`src/rtl/riscv_ctrl_pkg.sv`:
```
// Shared constants for the multicycle RV32 controller: opcodes, ALU codes,
// state encoding, datapath mux selects and the packed control-word type.
package riscv_ctrl_pkg;

  localparam logic [6:0] OP_LOAD   = 7'b0000011;
  localparam logic [6:0] OP_STORE  = 7'b0100011;
  localparam logic [6:0] OP_R      = 7'b0110011;
  localparam logic [6:0] OP_IMM    = 7'b0010011;
  localparam logic [6:0] OP_AUIPC  = 7'b0010111;
  localparam logic [6:0] OP_JAL    = 7'b1101111;
  localparam logic [6:0] OP_BRANCH = 7'b1100011;

  localparam logic [3:0] ALU_ADD = 4'b0010;
  localparam logic [3:0] ALU_SUB = 4'b1010;
  localparam logic [3:0] ALU_SLT = 4'b1011;
  localparam logic [3:0] ALU_AND = 4'b0000;
  localparam logic [3:0] ALU_OR  = 4'b0001;
  localparam logic [3:0] ALU_MUL = 4'b0100;
  localparam logic [3:0] ALU_DIV = 4'b0101;

  localparam logic [3:0] ST_FETCH   = 4'd0;
  localparam logic [3:0] ST_DECODE  = 4'd1;
  localparam logic [3:0] ST_MEMADDR = 4'd2;
  localparam logic [3:0] ST_MEMRD   = 4'd3;
  localparam logic [3:0] ST_MEMWB   = 4'd4;
  localparam logic [3:0] ST_MEMWR   = 4'd5;
  localparam logic [3:0] ST_EXEC_R  = 4'd6;
  localparam logic [3:0] ST_EXEC_I  = 4'd7;
  localparam logic [3:0] ST_AUIPC   = 4'd8;
  localparam logic [3:0] ST_ALUWB   = 4'd9;
  localparam logic [3:0] ST_BRANCH  = 4'd10;
  localparam logic [3:0] ST_JAL     = 4'd11;
  localparam logic [3:0] ST_TRAP    = 4'd12;

  typedef enum logic [3:0] {
    S_FETCH   = ST_FETCH,
    S_DECODE  = ST_DECODE,
    S_MEMADDR = ST_MEMADDR,
    S_MEMRD   = ST_MEMRD,
    S_MEMWB   = ST_MEMWB,
    S_MEMWR   = ST_MEMWR,
    S_EXEC_R  = ST_EXEC_R,
    S_EXEC_I  = ST_EXEC_I,
    S_AUIPC   = ST_AUIPC,
    S_ALUWB   = ST_ALUWB,
    S_BRANCH  = ST_BRANCH,
    S_JAL     = ST_JAL,
    S_TRAP    = ST_TRAP
  } state_e;

  localparam logic       ADR_PC     = 1'b0;
  localparam logic       ADR_ALUOUT = 1'b1;
  localparam logic [1:0] ASA_PC     = 2'b00;
  localparam logic [1:0] ASA_OLDPC  = 2'b01;
  localparam logic [1:0] ASA_RS1    = 2'b10;
  localparam logic [1:0] ASB_RS2    = 2'b00;
  localparam logic [1:0] ASB_IMM    = 2'b01;
  localparam logic [1:0] ASB_FOUR   = 2'b10;
  localparam logic [1:0] RES_ALUOUT = 2'b00;
  localparam logic [1:0] RES_MEM    = 2'b01;
  localparam logic [1:0] RES_ALU    = 2'b10;

  typedef struct packed {
    logic       pcwrite;
    logic       irwrite;
    logic       adrsrc;
    logic       memread;
    logic       memwrite;
    logic       regwrite;
    logic [1:0] alusrc_a;
    logic [1:0] alusrc_b;
    logic [1:0] resultsrc;
    logic [3:0] alucontrol;
  } ctrl_t;

  // BEQ/BLT always exist; BNE/BGE only with the extended branch set.
  function automatic logic branch_legal(logic [2:0] f3, logic en_ext);
    return (f3 == 3'b000) || (f3 == 3'b100) ||
           (en_ext && ((f3 == 3'b001) || (f3 == 3'b101)));
  endfunction

endpackage

```
`src/rtl/riscv_alu_decode.sv`:
```
// R-type funct7/funct3 to ALU control, with a legality flag and a MUL/DIV
// marker used by the controller to hold the execute state.
module riscv_alu_decode
  import riscv_ctrl_pkg::*;
#(
  parameter bit EN_MULDIV = 1'b1
) (
  input  logic [6:0] funct7,
  input  logic [2:0] funct3,
  output logic [3:0] alucontrol,
  output logic       legal,
  output logic       is_muldiv
);

  always_comb begin
    alucontrol = ALU_ADD;
    legal      = 1'b0;
    is_muldiv  = 1'b0;
    case (funct7)
      7'b0000000: begin
        case (funct3)
          3'b000: begin alucontrol = ALU_ADD; legal = 1'b1; end
          3'b010: begin alucontrol = ALU_SLT; legal = 1'b1; end
          3'b110: begin alucontrol = ALU_OR;  legal = 1'b1; end
          3'b111: begin alucontrol = ALU_AND; legal = 1'b1; end
          default: ;
        endcase
      end
      7'b0100000: begin
        if (funct3 == 3'b000) begin
          alucontrol = ALU_SUB;
          legal      = 1'b1;
        end
      end
      7'b0000001: begin
        case (funct3)
          3'b000: begin alucontrol = ALU_MUL; legal = EN_MULDIV; is_muldiv = 1'b1; end
          3'b100: begin alucontrol = ALU_DIV; legal = EN_MULDIV; is_muldiv = 1'b1; end
          default: ;
        endcase
      end
      default: ;
    endcase
  end

endmodule

```
`src/rtl/riscv_multicycle_controller.sv`:
```
// Multicycle RV32 controller: FETCH/DECODE/EXECUTE/MEM/WB sequencing over a
// shared-memory datapath. mem_ready completes the pending memory request in the
// same cycle; requests stay asserted until it does.
module riscv_multicycle_controller
  import riscv_ctrl_pkg::*;
#(
  parameter int unsigned MULDIV_CYCLES = 4,
  parameter bit          EN_MULDIV     = 1'b1,
  parameter bit          EN_EXT_BRANCH = 1'b1
) (
  input  logic        clock,
  input  logic        reset_,
  input  logic [31:0] instr,
  input  logic        zero,
  input  logic        lt,
  input  logic        mem_ready,
  output logic        pcwrite,
  output logic        irwrite,
  output logic        adrsrc,
  output logic        memread,
  output logic        memwrite,
  output logic        regwrite,
  output logic [1:0]  alusrcA,
  output logic [1:0]  alusrcB,
  output logic [1:0]  resultsrc,
  output logic [3:0]  alucontrol,
  output logic        illegal,
  output logic [3:0]  state
);

  localparam logic [3:0] MD_LOAD = 4'(MULDIV_CYCLES - 1);

  state_e     state_q, state_d;
  logic [3:0] cnt_q, cnt_d;
  logic       illegal_q, illegal_d;

  logic [6:0] opcode;
  logic [2:0] funct3;
  logic [3:0] r_alu;
  logic       r_legal;
  logic       r_muldiv;
  logic       branch_taken;
  ctrl_t      ctrl;
  ctrl_t      ctrl_o;
  logic       unused_instr;

  assign opcode       = instr[6:0];
  assign funct3       = instr[14:12];
  assign unused_instr = ^{instr[24:15], instr[11:7]};

  riscv_alu_decode #(.EN_MULDIV(EN_MULDIV)) u_alu_decode (
    .funct7     (instr[31:25]),
    .funct3     (funct3),
    .alucontrol (r_alu),
    .legal      (r_legal),
    .is_muldiv  (r_muldiv)
  );

  always_comb begin
    case (funct3)
      3'b000:  branch_taken = zero;
      3'b001:  branch_taken = ~zero;
      3'b100:  branch_taken = lt;
      3'b101:  branch_taken = ~lt;
      default: branch_taken = 1'b0;
    endcase
  end

  always_comb begin
    state_d   = state_q;
    cnt_d     = cnt_q;
    illegal_d = illegal_q;
    case (state_q)
      S_FETCH:   if (mem_ready) state_d = S_DECODE;
      S_DECODE: begin
        case (opcode)
          OP_LOAD, OP_STORE: state_d = S_MEMADDR;
          OP_R: begin
            state_d = S_EXEC_R;
            cnt_d   = MD_LOAD;
          end
          OP_IMM:    state_d = S_EXEC_I;
          OP_AUIPC:  state_d = S_AUIPC;
          OP_JAL:    state_d = S_JAL;
          OP_BRANCH: state_d = branch_legal(funct3, EN_EXT_BRANCH) ? S_BRANCH : S_TRAP;
          default:   state_d = S_TRAP;
        endcase
      end
      S_MEMADDR: state_d = (opcode == OP_STORE) ? S_MEMWR : S_MEMRD;
      S_MEMRD:   if (mem_ready) state_d = S_MEMWB;
      S_MEMWB:   state_d = S_FETCH;
      S_MEMWR:   if (mem_ready) state_d = S_FETCH;
      S_EXEC_R: begin
        // MUL/DIV holds here until the counter loaded on entry reaches zero.
        if (!r_legal) begin
          state_d = S_TRAP;
        end else if (!r_muldiv || (cnt_q == 4'd0)) begin
          state_d = S_ALUWB;
        end else begin
          cnt_d = cnt_q - 4'd1;
        end
      end
      S_EXEC_I, S_AUIPC:         state_d = S_ALUWB;
      S_ALUWB, S_BRANCH, S_JAL:  state_d = S_FETCH;
      S_TRAP:                    state_d = S_TRAP;
      default:                   state_d = S_FETCH;
    endcase
    if (state_d == S_TRAP) illegal_d = 1'b1;
  end

  always_ff @(posedge clock) begin
    if (!reset_) begin
      state_q   <= S_FETCH;
      cnt_q     <= 4'd0;
      illegal_q <= 1'b0;
    end else begin
      state_q   <= state_d;
      cnt_q     <= cnt_d;
      illegal_q <= illegal_d;
    end
  end

  always_comb begin
    ctrl = '0;
    case (state_q)
      S_FETCH: begin
        ctrl.memread    = 1'b1;
        ctrl.adrsrc     = ADR_PC;
        ctrl.alusrc_a   = ASA_PC;
        ctrl.alusrc_b   = ASB_FOUR;
        ctrl.alucontrol = ALU_ADD;
        ctrl.irwrite    = mem_ready;
        ctrl.pcwrite    = mem_ready;
      end
      S_DECODE, S_AUIPC: begin
        ctrl.alusrc_a   = ASA_OLDPC;
        ctrl.alusrc_b   = ASB_IMM;
        ctrl.alucontrol = ALU_ADD;
      end
      S_MEMADDR, S_EXEC_I: begin
        ctrl.alusrc_a   = ASA_RS1;
        ctrl.alusrc_b   = ASB_IMM;
        ctrl.alucontrol = ALU_ADD;
      end
      S_MEMRD: begin
        ctrl.memread = 1'b1;
        ctrl.adrsrc  = ADR_ALUOUT;
      end
      S_MEMWB: begin
        ctrl.regwrite  = 1'b1;
        ctrl.resultsrc = RES_MEM;
      end
      S_MEMWR: begin
        ctrl.memwrite = 1'b1;
        ctrl.adrsrc   = ADR_ALUOUT;
      end
      S_EXEC_R: begin
        ctrl.alusrc_a   = ASA_RS1;
        ctrl.alusrc_b   = ASB_RS2;
        ctrl.alucontrol = r_alu;
      end
      S_ALUWB: begin
        ctrl.regwrite  = 1'b1;
        ctrl.resultsrc = RES_ALUOUT;
      end
      S_BRANCH: begin
        ctrl.alusrc_a   = ASA_RS1;
        ctrl.alusrc_b   = ASB_RS2;
        ctrl.resultsrc  = RES_ALUOUT;
        ctrl.alucontrol = funct3[2] ? ALU_SLT : ALU_SUB;
        ctrl.pcwrite    = branch_taken;
      end
      S_JAL: begin
        ctrl.pcwrite   = 1'b1;
        ctrl.regwrite  = 1'b1;
        ctrl.resultsrc = RES_ALUOUT;
      end
      default: ;
    endcase
  end

  assign ctrl_o = reset_ ? ctrl : '0;
  assign {pcwrite, irwrite, adrsrc, memread, memwrite, regwrite,
          alusrcA, alusrcB, resultsrc, alucontrol} = ctrl_o;
  assign illegal = reset_ & illegal_q;
  assign state   = reset_ ? state_q : 4'd0;

endmodule

```
`config.mk`:
```
export PLATFORM = sky130hd
export DESIGN_NAME = riscv_multicycle_controller
export DESIGN_NICKNAME = d
export VERILOG_FILES = /design/src/rtl/riscv_ctrl_pkg.sv /design/src/rtl/riscv_alu_decode.sv /design/src/rtl/riscv_multicycle_controller.sv
export SDC_FILE = /design/constraint.sdc
export NUM_CORES = 1
export LEC_CHECK = 0
export CAP_MARGIN = 20
export CELL_PAD_IN_SITES_DETAIL_PLACEMENT = 2
export CELL_PAD_IN_SITES_GLOBAL_PLACEMENT = 2
export CORE_ASPECT_RATIO = 0.8
export CORE_UTILIZATION = 22
export DETAILED_ROUTE_END_ITERATION = 7
export PLACE_DENSITY_LB_ADDON = 0.1
export SYNTH_ARGS = -nofsm -noshare
export SYNTH_HDL_FRONTEND = slang
export SYNTH_SLANG_ARGS = --single-unit
```
`constraint.sdc`:
```
create_clock -name clock -period 4.4 [get_ports clock]
set_input_delay 1.1 -clock clock [delete_from_list [all_inputs] [get_ports clock]]
set_output_delay 1.1 -clock clock [all_outputs]
set_load 0.01 [all_outputs]
```
==> results_dict.tcl <==
set metrics [dict create \
    cp-endpoint "alucontrol[2]" \
    netlist.top_cell.by_area "dfxtp_1" \
    r2r_end "illegal_q" \
    slew_violations 0 \
    crit_type "primary input to primary output" \
    initial_utilization_pct 23.1 \
    synth.cell_area_um2 1170 \
    synth_ff_type "dfxtp_1" \
    drc 0 \
    nNetsFinal 243 \
    power.share.switching_pct 43.7 \
    antenna_cells 0 \
    startpoint_type "primary input" \
    dr.pass1.iters 4 \
    period_needed_ns 4.29 \
    slowest_stage "or4_4" \
    drive_gt1_share_pct 12.3 \
    totalWireLength_mm 4.56 \
    finalNonFillerCells 265 \
    min_period_over_period_pct 97.6 \
    cts_made_buffers 3 \
    cp_slowest_stage_delay_ns 0.55 \
    hold_violations 0 \
    syn_avg_cell_area_um2 7.35 \
    yosysSeqAreaShare_pct 15.4 \
    layout_commonest_cell "clkdlybuf4s50_1" \
    cp-end-kind "primary output" \
    ant_nets 0 \
    num_io_pins 58 \
    path_buf_inv 3 \
    dpl_cell_area_um2 1660 \
    tightest_slew_ns 0.733 \
    p_leak_nw 0.701 \
    die_height_um 67.2 \
    cts_sinks 9 \
    cp.depth 6 \
    hpwl_mm 3.66 \
    most-common-layout-cells "clkdlybuf4s50_1, nor2_1, nand2_1, dfxtp_1, buf_4" \
    grt_max_degree 20 \
    p_seq_share_pct 23.2 \
    die-area_um2 5610 \
    maxCapViolCount 0 \
    vias 1383 \
    powerDensity_nw_per_um2 347 \
    internal_power_mw 0.339 \
    setup_tns_ns 0 \
    crit_family "buffers and inverters" \
    ys_ff_latch 9 \
    cts_root_buf "clkbuf_8" \
    hold_class "register to register" \
    relSlewSlack_pct 51.1 \
    finClkSkew_ns 0.00198 \
    grt_first_pass_wirelength_mm 7.40 \
    rr_worst_depth 4 \
    overflow 0 \
    synthTopCellsByArea "dfxtp_1, nor2_1, and2_1, nor2b_1, xnor2_1" \
    cp_max_fo 3 \
    yosys.area.top_type_share_pct 15.4 \
    ys_warn_count 0 \
    synth_nets 198 \
    p_clk_share_pct 16.4 \
    rsz0062_at_grt "false" \
    synthCells 159 \
    fp-row-count 23 \
    core_region_area_um2 5060 \
    syn_to_final_growth_pct 48.3 \
    wl_per_cell_um 17.2 \
    via_per_inst 5.22 \
    startpoint "instr[26]" \
    dp_cells 260 \
    io_buffers 41 \
    drt_iter0_markers 59 \
    switching_power_mw 0.262 \
    grt_pass1_vias 1489 \
    r2r_start "state_q[0]" \
    grt_usage_pct 16.4 \
    cp_cell_sequence "clkdlybuf4s50_1 -> or4_4 -> nor4_4 -> buf_4 -> and3_2 -> clkdlybuf4s50_1" \
    cp.required_ns 3.30 \
    synth_cell_type_count 61 \
    cts_max_level 1 \
    antenna_found_initial 0 \
    arrival_ns 3.19 \
    holdWs_ns 0.491 \
    clk_path_buf_depth 2 \
    cts_tree "done" \
    chipWidth_um 83.5 \
    setup_violations 0 \
    place.gp.congestion 0.805 \
    synth-edff-count 0 \
    path_clk_slew_ns 0.04 \
    synthArstFlopShare_pct 0 \
    postLayoutCoreUtil_pct 34.2 \
    ir_drop_mv 0.163 \
    fin_area_um2 1730 \
    status "complete, no violations" \
    fmax_mhz 233 \
    rrSetupSlack_ns 2.07 \
    clk_latency_ns 0.24 \
    critPathMostFrequentCell "clkdlybuf4s50_1" \
    comb_power_share_pct 60.4 \
]
## cell families (layout without fill, tap and decap cells)
family	after synthesis	in the layout	share of synthesized area (%)
other cells	1	1	0.321
buf+inv	18	62	7.17
simple gates	81	81	41.3
mux	4	4	3.96
xor+xnor	6	6	4.50
flops	9	9	15.4
fa+ha+maj	2	2	2.14
compound gates	38	38	25.2
## sequential cells by signal, indices dropped and copies added (netlist names)
| register | count |
|---|---|
| state_q | 4 |
| illegal_q | 1 |
| cnt_q | 4 |
## cell usage after synthesis, types with 3 or more instances
cell	n
and2_1	8
nor2b_1	7
o21a_1	5
inv_1	8
clkbuf_1	5
nand3_1	7
nand2b_1	5
a31oi_1	3
xnor2_1	5
a21oi_1	4
nand2_1	11
and3_1	4
nor3_1	4
nor4b_1	4
nor2_1	14
dfxtp_1	9
o21ai_0	3
## how the worst min path moves through the flow
stage	from	end	slack [ns]	depth (start not counted)
6_report	illegal_q	illegal_q	0.49	2
5_1_grt	illegal_q	illegal_q	0.53	2
3_3_place_gp	illegal_q	illegal_q	0.45	2
2_1_floorplan	illegal_q	illegal_q	0.42	2
3_5_place_dp	illegal_q	illegal_q	0.45	2
4_1_cts	illegal_q	illegal_q	0.51	2
## per-stage QoR
stage                     setup WS [ns]  total power [mW]
final                             0.107             0.601
after CTS                       0.00321             0.606
after global placement         -0.00138             0.490
after detailed placement        -0.0417             0.503
after floorplan                   0.829             0.347
after global routing             0.0334             0.643
## area by class of cell
cell class,instances,area (um^2)
sequential,9,180
inverter,8,30.0
timing repair buffer,50,480
multi-input combinational,132,920
tap,62,77.6
clock buffer,4,45.0
fill,593,3330
## power groups by stage
| stage | clock, mW | sequential (mW) | combinational, mW |
|---|---|---|---|
| after floorplan | 0 | 0.104 | 0.242 |
| after global placement | 0 | 0.138 | 0.352 |
| after detailed placement | 0 | 0.140 | 0.363 |
| after CTS | 0.100 | 0.140 | 0.366 |
| after global routing | 0.106 | 0.143 | 0.394 |
| final | 0.0985 | 0.140 | 0.363 |
## routing by layer
layer / global-route usage [%] / vias up / wire, um
li1: - / 668 / -
met1: 20.5 / 675 / 2140
met2: 30.8 / 36 / 2260
met3: 2.08 / 4 / 121
met4: 2.97 / 0 / 37
met5: 0 / - / 0
## worst min-delay path, cell delays in order, from the launching register on
cell and delay, ns:
dfxtp_1 0.32, nand2_1 0.08, o41ai_2 0.06
## what timing repair did
| item | CTS | global route |
|---|---|---|
| resized for setup | 1 | 2 |
| setup buffers | 0 | 1 |
| gates cloned | 0 | 0 |
| hold buffers | 0 | 0 |
| setup endpoints to repair | 2 | 3 |
Power figures use the tool's default switching activity.
